==> src/rtl/sd_spi_byte_engine_pkg.sv <==
// Shared SD-over-SPI definitions: FSM encodings, R1 constants, fill byte, defaults.
// Latency: n/a (declarations only).
// Backpressure: n/a.
package sd_spi_byte_engine_pkg;

    typedef enum logic [1:0] {
        ST_IDLE  = 2'd0,
        ST_LOAD  = 2'd1,
        ST_SHIFT = 2'd2,
        ST_DONE  = 2'd3
    } state_e;

    localparam logic [7:0] R1_IDLE   = 8'h01;
    localparam logic [7:0] R1_READY  = 8'h00;
    localparam logic [7:0] FILL_BYTE = 8'hFF;

    localparam int DEF_DIV      = 1;
    localparam int DEF_HUNT_MAX = 16;
    localparam int DEF_CMD_LEN  = 6;

    // An R1 token is recognised by its leading zero bit; the card idles MISO high.
    function automatic logic r1_start_bit(input logic [7:0] b);
        return ~b[7];
    endfunction

endpackage

==> src/rtl/sd_spi_clkdiv.sv <==
// SCLK generator: toggles SCLK every DIV enabled cycles, flags the edge about to happen.
// Latency: first rising edge DIV cycles after en_i rises; ticks are combinational.
// Backpressure: none; dropping en_i returns SCLK low and restarts the count.
//
// Ports:
//   CLK, RST      system clock, async active-low reset
//   en_i          run the divider (held for the whole byte)
//   sclk_o        registered SPI clock, idle low
//   rise_tick_o   high in the cycle whose closing edge raises sclk_o
//   fall_tick_o   high in the cycle whose closing edge lowers sclk_o
module sd_spi_clkdiv #(
    parameter int DIV = 1
) (
    input  logic CLK,
    input  logic RST,
    input  logic en_i,
    output logic sclk_o,
    output logic rise_tick_o,
    output logic fall_tick_o
);
    localparam logic [7:0] HALF_LAST = 8'(DIV - 1);

    logic [7:0] cnt_q;
    logic       sclk_q;
    logic       half_done;

    assign half_done   = en_i && (cnt_q == HALF_LAST);
    assign rise_tick_o = half_done && !sclk_q;
    assign fall_tick_o = half_done &&  sclk_q;
    assign sclk_o      = sclk_q;

    always_ff @(posedge CLK or negedge RST) begin
        if (!RST) begin
            cnt_q  <= 8'd0;
            sclk_q <= 1'b0;
        end else if (!en_i) begin
            cnt_q  <= 8'd0;
            sclk_q <= 1'b0;
        end else if (half_done) begin
            cnt_q  <= 8'd0;
            sclk_q <= ~sclk_q;
        end else begin
            cnt_q  <= cnt_q + 8'd1;
        end
    end

endmodule

==> src/rtl/sd_spi_byte_engine.sv <==
// SPI mode-0 byte engine for SD cards: byte transfer, R1 hunt, multi-byte response, hunt timeout.
// Latency: start_send 1 cycle after startflag seen in IDLE; byte period 16*DIV+2 cycles.
// Backpressure: upstream paces via start_send; recv_valid/timeout are unconditioned pulses.
//
// Ports:
//   CLK, RST                   system clock, async active-low reset
//   startflag                  keep transferring bytes while high
//   send_data / start_send     next TX byte, latched in the start_send cycle
//   recv_num                   extra response bytes following R1
//   force_cs                   hold CS high (dummy clocks)
//   MISO / SCLK / MOSI / CS    card interface
//   recv_valid / recv_data     response byte pulse and data
//   timeout                    hunt gave up (with recv_valid, data FF)
//   busy                       engine not idle
module sd_spi_byte_engine
    import sd_spi_byte_engine_pkg::*;
#(
    parameter int DIV      = DEF_DIV,
    parameter int HUNT_MAX = DEF_HUNT_MAX,
    parameter int CMD_LEN  = DEF_CMD_LEN
) (
    input  logic       CLK,
    input  logic       RST,
    input  logic       startflag,
    input  logic [7:0] send_data,
    input  logic [9:0] recv_num,
    input  logic       force_cs,
    input  logic       MISO,
    output logic       SCLK,
    output logic       MOSI,
    output logic       CS,
    output logic       start_send,
    output logic       recv_valid,
    output logic [7:0] recv_data,
    output logic       timeout,
    output logic       busy
);
    localparam int CNT_MAX = CMD_LEN + HUNT_MAX;
    localparam int CW      = $clog2(CNT_MAX + 1);
    localparam logic [CW-1:0] CNT_SAT = CW'(CNT_MAX);
    localparam logic [CW-1:0] CNT_TMO = CW'(CNT_MAX - 1);
    localparam logic [CW-1:0] CNT_ARM = CW'(CMD_LEN);

    state_e        state_q;
    logic [7:0]    tx_q;
    logic [7:0]    rx_q;
    logic [2:0]    bit_q;
    logic [CW-1:0] bcnt_q;
    logic          hunt_done_q;
    logic [9:0]    rem_q;
    logic          mosi_q;
    logic          start_send_q;
    logic          recv_valid_q;
    logic          timeout_q;
    logic [7:0]    recv_data_q;

    logic shift_en;
    logic rise_tick;
    logic fall_tick;
    logic hunting;

    assign shift_en = (state_q == ST_SHIFT);

    sd_spi_clkdiv #(
        .DIV(DIV)
    ) u_clkdiv (
        .CLK        (CLK),
        .RST        (RST),
        .en_i       (shift_en),
        .sclk_o     (SCLK),
        .rise_tick_o(rise_tick),
        .fall_tick_o(fall_tick)
    );

    // bcnt_q is the number of bytes already finished, so byte CMD_LEN+1 is the first hunted one.
    assign hunting = !hunt_done_q && (bcnt_q >= CNT_ARM);

    always_ff @(posedge CLK or negedge RST) begin
        if (!RST) begin
            state_q      <= ST_IDLE;
            tx_q         <= FILL_BYTE;
            rx_q         <= FILL_BYTE;
            bit_q        <= 3'd0;
            bcnt_q       <= '0;
            hunt_done_q  <= 1'b0;
            rem_q        <= 10'd0;
            mosi_q       <= 1'b1;
            start_send_q <= 1'b0;
            recv_valid_q <= 1'b0;
            timeout_q    <= 1'b0;
            recv_data_q  <= FILL_BYTE;
        end else begin
            case (state_q)
                ST_IDLE: begin
                    mosi_q      <= 1'b1;
                    bcnt_q      <= '0;
                    hunt_done_q <= 1'b0;
                    rem_q       <= 10'd0;
                    if (startflag) begin
                        state_q      <= ST_LOAD;
                        start_send_q <= 1'b1;
                    end
                end
                ST_LOAD: begin
                    start_send_q <= 1'b0;
                    tx_q         <= send_data;
                    mosi_q       <= send_data[7];
                    bit_q        <= 3'd0;
                    state_q      <= ST_SHIFT;
                end
                ST_SHIFT: begin
                    if (rise_tick) begin
                        rx_q <= {rx_q[6:0], MISO};
                    end
                    if (fall_tick) begin
                        tx_q   <= {tx_q[6:0], 1'b1};
                        mosi_q <= tx_q[6];
                        bit_q  <= bit_q + 3'd1;
                        if (bit_q == 3'd7) begin
                            // rx_q is complete after the 8th rise, so the response
                            // decision is registered here and shows up during DONE,
                            // keeping recv_valid clear of the following LOAD pulse.
                            mosi_q  <= 1'b1;
                            state_q <= ST_DONE;
                            if (bcnt_q != CNT_SAT) begin
                                bcnt_q <= bcnt_q + CW'(1);
                            end
                            if (hunting && r1_start_bit(rx_q)) begin
                                recv_valid_q <= 1'b1;
                                recv_data_q  <= rx_q;
                                rem_q        <= recv_num;
                                hunt_done_q  <= 1'b1;
                            end else if (rem_q != 10'd0) begin
                                recv_valid_q <= 1'b1;
                                recv_data_q  <= rx_q;
                                rem_q        <= rem_q - 10'd1;
                            end else if (hunting && (bcnt_q == CNT_TMO)) begin
                                recv_valid_q <= 1'b1;
                                timeout_q    <= 1'b1;
                                recv_data_q  <= FILL_BYTE;
                                hunt_done_q  <= 1'b1;
                            end
                        end
                    end
                end
                ST_DONE: begin
                    recv_valid_q <= 1'b0;
                    timeout_q    <= 1'b0;
                    if (startflag) begin
                        state_q      <= ST_LOAD;
                        start_send_q <= 1'b1;
                    end else begin
                        state_q <= ST_IDLE;
                    end
                end
                default: state_q <= ST_IDLE;
            endcase
        end
    end

    assign MOSI       = mosi_q;
    assign CS         = force_cs | (state_q == ST_IDLE);
    assign start_send = start_send_q;
    assign recv_valid = recv_valid_q;
    assign recv_data  = recv_data_q;
    assign timeout    = timeout_q;
    assign busy       = (state_q != ST_IDLE);

endmodule

==> config.mk <==
export PLATFORM = sky130hd
export DESIGN_NAME = sd_spi_byte_engine
export DESIGN_NICKNAME = d
export VERILOG_FILES = /design/src/rtl/sd_spi_byte_engine_pkg.sv /design/src/rtl/sd_spi_clkdiv.sv /design/src/rtl/sd_spi_byte_engine.sv
export SDC_FILE = /design/constraint.sdc
export NUM_CORES = 1
export LEC_CHECK = 0
export BUFFER_PORTS_ARGS = -buffer_cell sky130_fd_sc_hd__clkbuf_2
export CORE_ASPECT_RATIO = 1.75
export CORE_MARGIN = 2
export CORE_UTILIZATION = 50
export CTS_BUF_LIST = sky130_fd_sc_hd__clkbuf_4 sky130_fd_sc_hd__clkbuf_8
export DETAILED_ROUTE_END_ITERATION = 10
export PLACE_DENSITY = 0.72
export SLEW_MARGIN = 0
export SYNTH_ARGS = -nofsm -noshare
export SYNTH_HDL_FRONTEND = slang
export SYNTH_SLANG_ARGS = --single-unit
==> constraint.sdc <==
create_clock -name CLK -period 3 [get_ports CLK]
set_input_delay 0.15 -clock CLK [delete_from_list [all_inputs] [get_ports CLK]]
set_output_delay 0.15 -clock CLK [all_outputs]
set_load 0.02 [all_outputs]
# == After elaboration in Yosys (flattened, before gate mapping) ==
# Cells that the tools add are included.
# classes
mux,45
n_eq_ne,19
add_sub_neg,4
reduce_logical,30
bitwise_logic,3
magnitude_cmp,1
# ops
operator,count
two-way mux 10 bit,4
two-way mux 8 bit,5
one-hot mux 10 bit (2 select lines),1
two-way mux 1 bit,18
"!= test 2 bit, second input constant",8
AND reduction 4 bit,4
two-way mux 5 bit,3
one-hot mux 7 bit (2 select lines),1
one-hot mux 5 bit (2 select lines),1
nonzero test 10 bit,1
nonzero test 2 bit,5
"subtractor 10 x 1 -> 10 bit, second input constant",1
"!= test 3 bit, second input constant",3
"adder 8 x 1 -> 8 bit, second input constant",1
zero test 8 bit,1
one-hot mux 1 bit (2 select lines),4
one-hot mux 2 bit (4 select lines),1
AND reduction 2 bit,4
two-way mux 7 bit,1
logical AND 1 bit,6
two-way mux 2 bit,3
one-hot mux 3 bit (2 select lines),1
AND reduction 6 bit,1
nonzero test 3 bit,2
19 further kinds,22
# word_totals
inputBits,23
word_cells,116
out_inout_bits,15
reg_bits,57

# == Logic depth before layout (Yosys ltp) ==
# Gate-level depths: netlist (run 1).
# depth
word_depth,9
mapped_depth,9
mapped_depth_nobuf,7

# == Modules after synthesis ==
# Synthesis (run 1) repeated with hierarchy kept, for this count alone.
# unflattened
hier_cells,304
area_unflattened_um2,3138.0
# modules_own_cells
module,instances,area_each_um2,cells_per_inst
sd_spi_byte_engine,1,2687.6,256
sd_spi_clkdiv,1,450.4,48

# == Least setup slack after synthesis (run 1) ==
# Ideal clock, no wire load.
# synth_timing
path_type,reg-to-reg
startpoint,register u_clkdiv.cnt_q[0]
endpoint,register rem_q[9]
required_time_ns,2.877
synth_period_minus_slack_ns,2.184
slack_ns,0.816
arrival_time_ns,2.061
stages_incl_launch_ff,10
cell_sequence,dfrtp_1 inv_1 ha_1 or3b_2 clkbuf_1 o31ai_4 o21ai_2 buf_2 o21bai_1 o2bb2ai_1
# synth_between
elab_chain_cells,5
# synth_lines
item,line,rtl
"start, declared",sd_spi_clkdiv.sv:23,logic [7:0] cnt_q;
"start signal, assigned",sd_spi_clkdiv.sv:43,cnt_q <= cnt_q + 8'd1;
zero test 8 bit,sd_spi_clkdiv.sv:27,assign half_done = en_i && (cnt_q == HALF_LAST);
logical AND 1 bit,sd_spi_clkdiv.sv:27,
logical AND 1 bit,sd_spi_clkdiv.sv:29,assign fall_tick_o = half_done && sclk_q;
!= test 2 bit (no source line),-,
AND reduction 4 bit (no source line),-,
"end signal, assigned",sd_spi_byte_engine.sv:131,rem_q <= recv_num;
"end signal, assigned",sd_spi_byte_engine.sv:136,rem_q <= rem_q - 10'd1;
"end, declared",sd_spi_byte_engine.sv:50,logic [9:0] rem_q;
# Every way passes these cells.
# A chain may end at the register's enable or synchronous reset.

# == Worst setup path in the final report (run 1) ==
# layout_timing
startpoint,register state_q[0]
endpoint,register rem_q[2]
# layout_between
elab_chain_cells,5
word_cells_on_any_way,10
classes_between,eq/ne (4); mux (1); reduce/logical (5)
# layout_lines
item,line,rtl
"start, declared",sd_spi_byte_engine.sv:44,state_e state_q;
"start signal, assigned",sd_spi_byte_engine.sv:80,state_q <= ST_IDLE;
"start signal, assigned",sd_spi_byte_engine.sv:100,state_q <= ST_LOAD;
"start signal, assigned",sd_spi_byte_engine.sv:109,state_q <= ST_SHIFT;
equality test 2 bit *,sd_spi_byte_engine.sv:62,assign shift_en = (state_q == ST_SHIFT);
named net shift_en,sd_spi_byte_engine.sv:57,logic shift_en;
logical AND 1 bit,sd_spi_clkdiv.sv:27,
logical AND 1 bit,sd_spi_clkdiv.sv:29,
!= test 2 bit (no source line),-,
AND reduction 4 bit (no source line),-,
# The timed path passes the listed nets; every way through them passes the cells marked *.

==> results of run 1 <==
[placed cells by master, fill, tap and decap left out, types with 3 or more instances in the layout]
cell,n
and3_1,3
clkbuf_2,37
inv_1,17
o22ai_1,3
buf_4,3
dfstp_2,24
a31oi_1,3
a21oi_1,19
clkbuf_4,3
mux2i_1,9
dfrtp_1,33
o21ai_1,8
o21ai_0,20
nand3_1,15
nor3_1,3
ha_1,14
nand2_1,20
clkbuf_8,11
xor2_1,11
nor4_1,4
o21a_1,3
mux2_2,11
nor2_1,45
[cells by family after synthesis]
| group | share of synthesized area, % |
|---|---|
| AOI/OAI and AO/OA | 14.3 |
| xor gates and xnor gates | 3.80 |
| adders and majority gates | 5.85 |
| buffers and inverters | 3.55 |
| DFF | 48.7 |
| muxes | 7.15 |
| and+or+nand+nor | 16.7 |
[worst max-delay path, delay by kind of cell, from the launching register on]
kind	cells	cell delay [ns]
AO/OA/AOI/OAI	3	0.50
adder cells (fa/ha/maj)	1	0.46
buffers and inverters	2	0.44
flip-flops	1	0.43
AND/OR/NAND/NOR	2	0.68
[flip-flops by register name (all words and copies together) (netlist names)]
register and cells:
rem_q 10, hunt_done_q 1, recv_valid 1, bit_q 3, recv_data 8, tx_q 7
u_clkdiv.cnt_q 8, bcnt_q 5, state_q 2, rx_q 8, start_send 1, u_clkdiv.sclk_o 1
MOSI 1, timeout 1
[path summary, 6_finish.rpt]
path                                        start                    to  cells after the start
setup / recovery           state_q[0]$_DFFE_PN0P_  rem_q[2]$_DFFE_PN0P_                      8
hold / removal                               MISO   rx_q[0]$_DFFE_PN1P_                      2
setup reg to reg           state_q[0]$_DFFE_PN0P_  rem_q[2]$_DFFE_PN0P_                      8
hold reg to reg               tx_q[3]$_DFFE_PN1P_   tx_q[3]$_DFFE_PN1P_                      2
max in group asynchronous                     RST   rx_q[1]$_DFFE_PN1P_                      3
min in group asynchronous                     RST  bit_q[2]$_DFFE_PN0P_                      2
[cell type report]
cell class / count / area (sq um)
clock buffers: 14 / 174
clock inverters: 2 / 12.5
fillers: 531 / 2370
inverters: 17 / 63.8
multi-input cells: 222 / 1430
flip-flops and latches: 57 / 1460
well taps: 78 / 97.6
repair buffers: 42 / 228
[cell usage after synthesis, drive strengths merged, types with 3 or more instances]
master / number
a31oi: 3
dfrtp: 33
xor2: 11
nand3: 15
nor2: 45
o21a: 3
clkbuf: 3
buf: 6
and3: 3
o31ai: 3
o22ai: 3
nor3: 3
inv: 17
mux2i: 9
nand2: 20
dfstp: 24
mux2: 11
nor4: 5
o21ai: 29
ha: 14
a21oi: 19
[metrics by stage]
step	utilization [%]	instance area, sq um	power [uW]	worst slack (ns)	hold slack [ns]
6_report	59.4	3460	3330	0.358	0.0552
5_1_grt	59.4	3460	3620	0.136	0.0535
4_1_cts	59.4	3460	3370	0.358	0.0422
3_5_place_dp	55.8	3260	2690	0.360	0.176
3_3_place_gp	55.8	3260	2630	0.390	0.160
2_1_floorplan	-	2990	2320	0.816	-0.146
[metal layers]
| layer | wire [microns] | vias to the layer above | track usage [%] |
|---|---|---|---|
| met3 | 201 | 9 | 5.71 |
| met5 | 0 | - | 0 |
| met1 | 2540 | 1101 | 23.0 |
| li1 | - | 1152 | - |
| met2 | 3180 | 30 | 35.3 |
| met4 | 120 | 0 | 9.68 |
[what timing repair did]
item | 4_1_cts | 5_1_grt
gates resized for setup | 0 | 0
hold buffers | 2 | 0
buffers inserted | 0 | 0
endpoints found under the hold margin | 15 | 0
[power by group through the flow]
| stage | registers (uW) | clock network, uW | logic, uW |
|---|---|---|---|
| detailed placement | 1280 | 0 | 1410 |
| floorplan | 1250 | 0 | 1070 |
| finish | 1270 | 661 | 1400 |
| CTS | 1270 | 682 | 1420 |
| global route | 1310 | 716 | 1600 |
| global placement | 1270 | 0 | 1360 |
==> flow_summary.yaml, run 1 <==
setup_path:
  path_cells: "inv_1, ha_1, buf_4, nand2b_1, o31ai_4, o21ai_2, or2_0, o22ai_1"
  worst_setup_path_end_kind: "flip-flop"
  cpPeakStageDelay_ns: 0.48
  startpoint_type: "flip-flop"
  slowest_stage: "or2_0"
  critPathKind: "flip-flop to flip-flop"
  crit_arrival_ns: 2.84
  crit_path_max_fanout: 12
  reg2reg_slack_ns: 0.36
  critPathRequiredTime_ns: 3.19
flow_run:
  max_cap_viol_count: 0
yosys:
  yosys.area.top_type: "dfrtp_1"
  synth.area.top_cells: "dfrtp_1 (28%), dfstp_2 (21%), ha_1 (5.9%)"
  syn_nets: 342
  netlist_area_sq_um: 2990
  synth_ff_type: "dfrtp_1"
  synth_top_area_share_pct: 27.6
  synthArstFlopShare_pct: 100
  synth_cell_types: 47
  seq_area_frac_synth_pct: 48.7
  ys_seq_elements: 57
  postSynthCellCount: 305
  synth_edf_count: 0
  syn_avg_cell_area_sq_um: 9.81
  yosys_warnings: 0
die:
  die_h_microns: 106
  die_w_microns: 62.5
  top_level_ports: 38
  start_util_pct: 51.3
  coreArea_sq_um: 5830
  row_count: 37
  dieArea_sq_um: 6640
layout:
  area_growth_syn_to_layout_pct: 15.7
  fin_cells: 432
  drive_gt1_share_pct: 28.0
  nets: 386
  n_antenna_cell: 0
sta:
  slew_headroom_pct: 27.1
  rsz0062_at_grt: "no"
  tns_ns: 0
  worst_slew_pin_slew_ns: 1.09
  fmax_mhz: 378
  hold_viol: 0
  finalCriticalPeriod_ns: 2.64
  drv_slew: 0
  setup_viol: 0
  clock_skew_ns: 0.00892
  finalCritPeriodShare_pct: 88.1
clock_network:
  cts_sinks: 57
  cts.path.max_buffers: 2
  cts_max_level: 3
  root_buffer: "clkbuf_8"
  cts_buffers: 9
  cts_tree: "done"
  cts.reportedPaths.clkPinSlew_ns: 0.06
  clkLatencyLatePin_ns: 0.34
placement:
  dp_cells: 414
  portBuffers: 37
  dpl.hpwl_microns: 4400
  gp_congestion: 0.802
detailed_routing:
  viasPerCell: 5.31
  dr.pass1.iters: 4
  drc: 0
  dr_total_vias: 2292
  drtAntennaViolNets: 0
  wirelength_microns: 6040
  initialDrtViolationCount: 163
  wl_per_cell_microns: 14.0
pwr:
  power.density_nw_per_um2: 961
  vdd.ir_drop.worst_v: 0.000415
  p_sw_share_pct: 38.9
  comb_power_share_pct: 42.0
  switchingPower_uw: 1290
  clock_power_share_pct: 19.9
  pwr-share-seq_pct: 38.1
  intPower_uw: 2030
  power.static_leakage_uw: 0.00158
global_route:
  grt_pass1_wl_microns: 10500
  grt_overflow_total: 0
  grt_max_degree: 36
  track_usage_pct: 20.4
  grt_pass1_vias: 2304
  antenna_found_initial: 0
worst_hold_path:
  hold_class: "input port to flip-flop"
outcome:
  run_status: "finished, final reports clean"
No activity file was read; power rests on OpenSTA's default activity.
==> run 2: changes to the inputs <==
Settings changed: ABC_AREA from default to 1.
==> run 2 against run 1 <==
Against the previous run:
- non-clock buffer count increased by 2
- combinational power is 18% higher
- power grew 6.9%
- largest power group unchanged
==> flow_summary.yaml, run 2 <==
die:
  dieArea_sq_um: 7320
  row_count: 39
  top_level_ports: 38
  die_w_microns: 65.6
  coreArea_sq_um: 6490
  start_util_pct: 51.1
  die_h_microns: 112
yosys:
  synth_ff_type: "dfrtp_1"
  syn_avg_cell_area_sq_um: 7.93
  ys_seq_elements: 57
  synth_cell_types: 40
  yosys.area.top_type: "dfrtp_1"
  postSynthCellCount: 418
  synth_edf_count: 0
  synth.area.top_cells: "dfrtp_1 (25%), dfstp_2 (19%), nand2_1 (15%)"
  yosys_warnings: 0
  syn_nets: 455
  seq_area_frac_synth_pct: 43.9
  ys_top_cells_by_count: "nand2_1 (131), nor2_1 (59), inv_1 (37), dfrtp_1 (33), dfstp_2 (24)"
  synth_most_common_cell: "nand2_1"
  synthArstFlopShare_pct: 100
  synth_top_area_share_pct: 24.9
  netlist_area_sq_um: 3320
clock_network:
  cts.path.max_buffers: 2
  cts_sinks: 57
  cts_max_level: 3
  cts_buffers: 9
  cts.reportedPaths.clkPinSlew_ns: 0.06
  clkLatencyLatePin_ns: 0.35
  cts_tree: "done"
  root_buffer: "clkbuf_8"
worst_hold_path:
  hold_class: "input port to flip-flop"
detailed_routing:
  drtAntennaViolNets: 0
  wl_met1_microns: 2660
  wl_met2_microns: 3460
  wirelength_microns: 6540
  top_layer: "met4"
  initialDrtViolationCount: 114
  route.met3.wl_microns: 226
  drc: 0
  dr_total_vias: 2723
  dr.pass1.iters: 6
  wl_per_cell_microns: 11.8
  viasPerCell: 4.92
pwr:
  intPower_uw: 2010
  power.density_nw_per_um2: 932
  vdd.ir_drop.worst_v: 0.000536
  switchingPower_uw: 1540
  clock_power_share_pct: 20.3
  p_sw_share_pct: 43.4
  power.static_leakage_uw: 0.00193
  comb_power_share_pct: 46.5
  pwr-share-seq_pct: 33.2
global_route:
  antenna_found_initial: 0
  grt_overflow_total: 0
  track_usage_pct: 20.4
  grt_pass1_vias: 2647
  grt_max_degree: 24
  grt_pass1_wl_microns: 11500
layout:
  final_cell_mix: "nand2_1 (131), nor2_1 (59), inv_1 (37), clkbuf_2 (37), dfrtp_1 (33)"
  final_common_cell: "nand2_1"
  drive_gt1_share_pct: 24.6
  top_register: "rem_q"
  n_antenna_cell: 0
  final_util_pct: 58.8
  final_cell_area_sq_um: 3820
  area_growth_syn_to_layout_pct: 15.1
  nets: 504
  largest_reg_flops: 10
sta:
  hold_viol: 0
  tns_ns: 0
  rsz0062_at_grt: "no"
  slew_headroom_pct: 61.4
  fmax_mhz: 488
  drv_slew: 0
  finalCriticalPeriod_ns: 2.05
  clock_skew_ns: 0.00581
  setup_viol: 0
  finalCritPeriodShare_pct: 68.4
  worst_slew_pin_slew_ns: 0.579
setup_path:
  critPathRequiredTime_ns: 3.28
  cpPeakStageDelay_ns: 0.45
  critPathKind: "flip-flop to flip-flop"
  path_cells: "inv_1, ha_1, inv_2, or2_1, nand2_1, inv_1, nand2_2, nand2_1, o21ai_1"
  worst_setup_path_end_kind: "flip-flop"
  cp.buffers_inverters: 3
  startpoint_type: "flip-flop"
  crit_path_max_fanout: 15
  crit_arrival_ns: 2.33
  path_delay_family: "simple AND/OR/NAND/NOR gates"
  slowest_stage: "ha_1"
placement:
  gp_congestion: 0.873
  place_area_sq_um: 3580
  dpl.hpwl_microns: 4910
  portBuffers: 37
flow_run:
  max_cap_viol_count: 0
outcome:
  run_status: "finished, final reports clean"
run 2: changes by cell type in the layout (fill, tap and decap cells not counted), sizes merged, moves of 4 or more:
| cell | change |
|---|---|
| nand2 | +117 |
| inv | +31 |
| nor2 | +18 |
| a21oi | -16 |
| mux2 | -11 |
| mux2i | -9 |
| nand3 | +8 |
| nor4 | -5 |
| clkinv | +4 |
| xor2 | -4 |
run 2: path summary, 6_finish.rpt:
path	from	end	slack [ns]	depth (start not counted)
max in group asynchronous	RST	MOSI$_DFFE_PN1P_	1.94	3
setup / recovery	state_q[0]$_DFFE_PN0P_	bcnt_q[4]$_DFFE_PN0P_	0.95	9
setup reg to reg	state_q[0]$_DFFE_PN0P_	bcnt_q[4]$_DFFE_PN0P_	0.95	9
hold / removal	send_data[3]	tx_q[3]$_DFFE_PN1P_	0.02	3
min in group asynchronous	RST	rem_q[9]$_DFFE_PN0P_	0.33	2
hold reg to reg	hunt_done_q$_DFFE_PN0P_	hunt_done_q$_DFFE_PN0P_	0.47	2
run 2: per-stage QoR:
stage	instances	setup slack, ns	total power (uW)	hold WS [ns]
after CTS	554	0.936	3600	0.000302
after global placement	534	1.02	2810	0.174
after detailed placement	534	0.948	2850	0.175
after floorplan	418	1.36	2530	-0.146
final	554	0.949	3560	0.0158
after global routing	554	0.761	3880	0.0133
run 2: kinds of logic after synthesis:
| family | share of synthesized area (%) |
|---|---|
| AO/OA/AOI/OAI | 7.32 |
| XOR/XNOR | 2.38 |
| adder cells (fa/ha/maj) | 5.28 |
| buffers and inverters | 7.40 |
| flip-flops | 43.9 |
| AND/OR/NAND/NOR | 33.7 |
run 2: tightest hold or removal path: stages:
cell and delay, ns:
clkbuf_2 0.08, nand2_1 0.05, a31oi_1 0.08
run 2: area by class of cell:
cell class,instances,area [sq um]
Tap cell,82,103
Timing Repair Buffer,44,248
Multi-Input combinational cell,304,1610
Sequential cell,57,1460
Inverter,51,195
Clock inverter,5,55.1
Fill cell,605,2670
Clock buffer,11,145
run 2: routing by layer:
layer	track usage (%)	vias to the layer above
li1	-	1409
met1	22.2	1250
met4	9.72	0
met2	35.3	49
met5	0	-
met3	6.16	15
run 2: timing repair:
item	4_1_cts	5_1_grt
hold buffers	4	0
endpoints found under the setup margin	0	0
hold endpoints to repair	14	0
setup buffers	0	0
resized for setup	0	0
run 2: power by group through the flow:
stage	Combinational [uW]	Clock, uW	Sequential, uW
6_report	1650	723	1180
3_3_place_gp	1630	0	1190
2_1_floorplan	1340	0	1200
4_1_cts	1670	744	1180
5_1_grt	1890	780	1210
3_5_place_dp	1660	0	1190
==> run 3: changes to the inputs <==
Settings changed: PLACE_DENSITY 0.72 to 0.75.
Clock period 3 ns to 1.7 ns, I/O delays scaled along.
==> run 3 against run 2 <==
Against the previous run:
- sequential power is 77% higher
- clock-buffer cell count unchanged
- via count grew 3.3%
- routed wire length is 4.5% higher
- critical endpoint is now rem_q[6]$_DFFE_PN0P_
- largest cell class unchanged
==> flow_summary.yaml, run 3 (same netlist as run 2, synthesis figures left out) <==
setup_path:
  worstReg2RegStart: "u_clkdiv.cnt_q[0]$_DFF_PN0_"
  critPathRequiredTime_ns: 1.94
  critPathLaunch: "u_clkdiv.cnt_q[0]$_DFF_PN0_"
  startpoint_type: "flip-flop"
  r2r-end: "rem_q[6]$_DFFE_PN0P_"
  worst_setup_path_end_kind: "flip-flop"
  ff2ff_path_depth: 11
  reg2reg_slack_ns: 0.03
  critPathKind: "flip-flop to flip-flop"
  crit_arrival_ns: 1.91
  crit_path_max_fanout: 5
pwr:
  power.static_leakage_uw: 0.00203
  comb_power_share_pct: 50.9
  clock_power_share_pct: 18.8
  intPower_uw: 3880
  pwr-share-seq_pct: 30.3
  switchingPower_uw: 3000
  p_sw_share_pct: 43.6
  vdd.ir_drop.worst_v: 0.00125
  power.density_nw_per_um2: 1680
die:
  die_w_microns: 65.6
  start_util_pct: 51.1
  top_level_ports: 38
  coreArea_sq_um: 6490
  die_h_microns: 112
  dieArea_sq_um: 7320
  row_count: 39
layout:
  final_common_cell: "nand2_1"
  final.fill_count: 550
  area_growth_syn_to_layout_pct: 23.7
  largest_reg_flops: 10
  final_cell_mix: "nand2_1 (120), nor2_1 (56), clkbuf_2 (37)"
  nets: 521
  drive_gt1_share_pct: 30.7
  final_util_pct: 63.2
  top_register: "rem_q"
  n_antenna_cell: 0
sta:
  finalCritPeriodShare_pct: 98.4
  finalCriticalPeriod_ns: 1.67
  fmax_mhz: 598
  drv_slew: 0
  hold_viol: 0
  tns_ns: 0
  slew_headroom_pct: 79.2
  whs_ns: 0.0374
  clock_skew_ns: 0.00676
  rsz0062_at_grt: "yes"
  worst_slew_pin_slew_ns: 0.312
  setup_viol: 0
detailed_routing:
  drtAntennaViolNets: 0
  drc: 0
  wl_per_cell_microns: 12.0
  wirelength_microns: 6840
  viasPerCell: 4.94
  dr_total_vias: 2814
  initialDrtViolationCount: 135
  dr.pass1.iters: 5
global_route:
  grt_pass1_vias: 2726
  grt_overflow_total: 0
  grt_pass1_wl_microns: 11300
  antenna_found_initial: 0
  grt_max_degree: 58
  track_usage_pct: 20.1
placement:
  dpl.hpwl_microns: 4710
  portBuffers: 37
  gp_congestion: 0.824
worst_hold_path:
  hold_end: "start_send$_DFFE_PN0P_"
  min_from: "startflag"
  hold_class: "input port to flip-flop"
  min_path_cells: 3
outcome:
  run_status: "finished, final reports clean"
clock_network:
  clkLatencyLatePin_ns: 0.35
  cts_tree: "done"
  cts.reportedPaths.clkPinSlew_ns: 0.07
  cts.path.max_buffers: 2
  cts_max_level: 3
  cts_sinks: 57
  root_buffer: "clkbuf_8"
  cts_buffers: 9
flow_run:
  max_cap_viol_count: 0
run 3: per-layer routing:
layer  part of all wire [%]  up-vias  track usage [%]
li1                       -     1445                -
met1                     40     1303             21.2
met2                     54       51             35.6
met3                    3.1       15             4.34
met4                    3.0        0             11.5
met5                      0        -                0
run 3: worst max-delay path by stage:
stage	end	slack [ns]	cells after the start
after floorplan	rem_q[5]$_DFFE_PN0P_	0.06	10
after global placement	rem_q[2]$_DFFE_PN0P_	0.04	9
after detailed placement	rem_q[2]$_DFFE_PN0P_	0.002	9
after CTS	rem_q[6]$_DFFE_PN0P_	0.04	11
after global routing	rem_q[6]$_DFFE_PN0P_	-0.04	11
final	rem_q[6]$_DFFE_PN0P_	0.03	11
run 3: area by class of cell:
cell class	count	area (sq um)	share of cell area, %
flip-flops and latches	57	1460	35.5
multi-input cells	306	1720	42.1
well taps	82	103	2.50
clock inverters	4	52.6	1.28
clock buffers	11	151	3.69
inverters	51	208	5.07
repair buffers	59	405	9.89
run 3: power groups by stage:
stage | Combinational, uW | Clock [uW] | Sequential (uW)
detailed placement | 3000 | 0 | 2090
CTS | 3030 | 1330 | 2070
global placement | 2940 | 0 | 2080
finish | 3500 | 1300 | 2090
global route | 3950 | 1400 | 2120
floorplan | 2360 | 0 | 2120
run 3: stage by stage:
step	cell area (sq um)	worst slack [ns]	total power, uW	instances
after floorplan	3320	0.0585	4470	418
after global placement	3610	0.0411	5020	537
after detailed placement	3610	0.00197	5090	537
after CTS	3910	0.0396	6430	561
after global routing	4100	-0.0407	7460	570
final	4100	0.0277	6890	570
run 3: what timing repair did:
| action | in CTS | in global routing |
|---|---|---|
| cloned | 0 | 2 |
| buffers inserted | 0 | 7 |
| pin swaps | 0 | 8 |
| hold buffers | 9 | 0 |
| gates resized for setup | 1 | 37 |
| endpoints found under the hold margin | 41 | 0 |
| setup endpoints to repair | 1 | 37 |
run 3: worst max-delay path, stage by stage, from the launching register on:
cell and delay (ns):
dfrtp_1 0.41, inv_2 0.10, ha_4 0.14, nand2_2 0.04
nor2_1 0.10, nand2_1 0.11, o21bai_4 0.20, nand3_4 0.15
inv_8 0.12, nand2_8 0.08, nand2_2 0.06, nand2_1 0.05
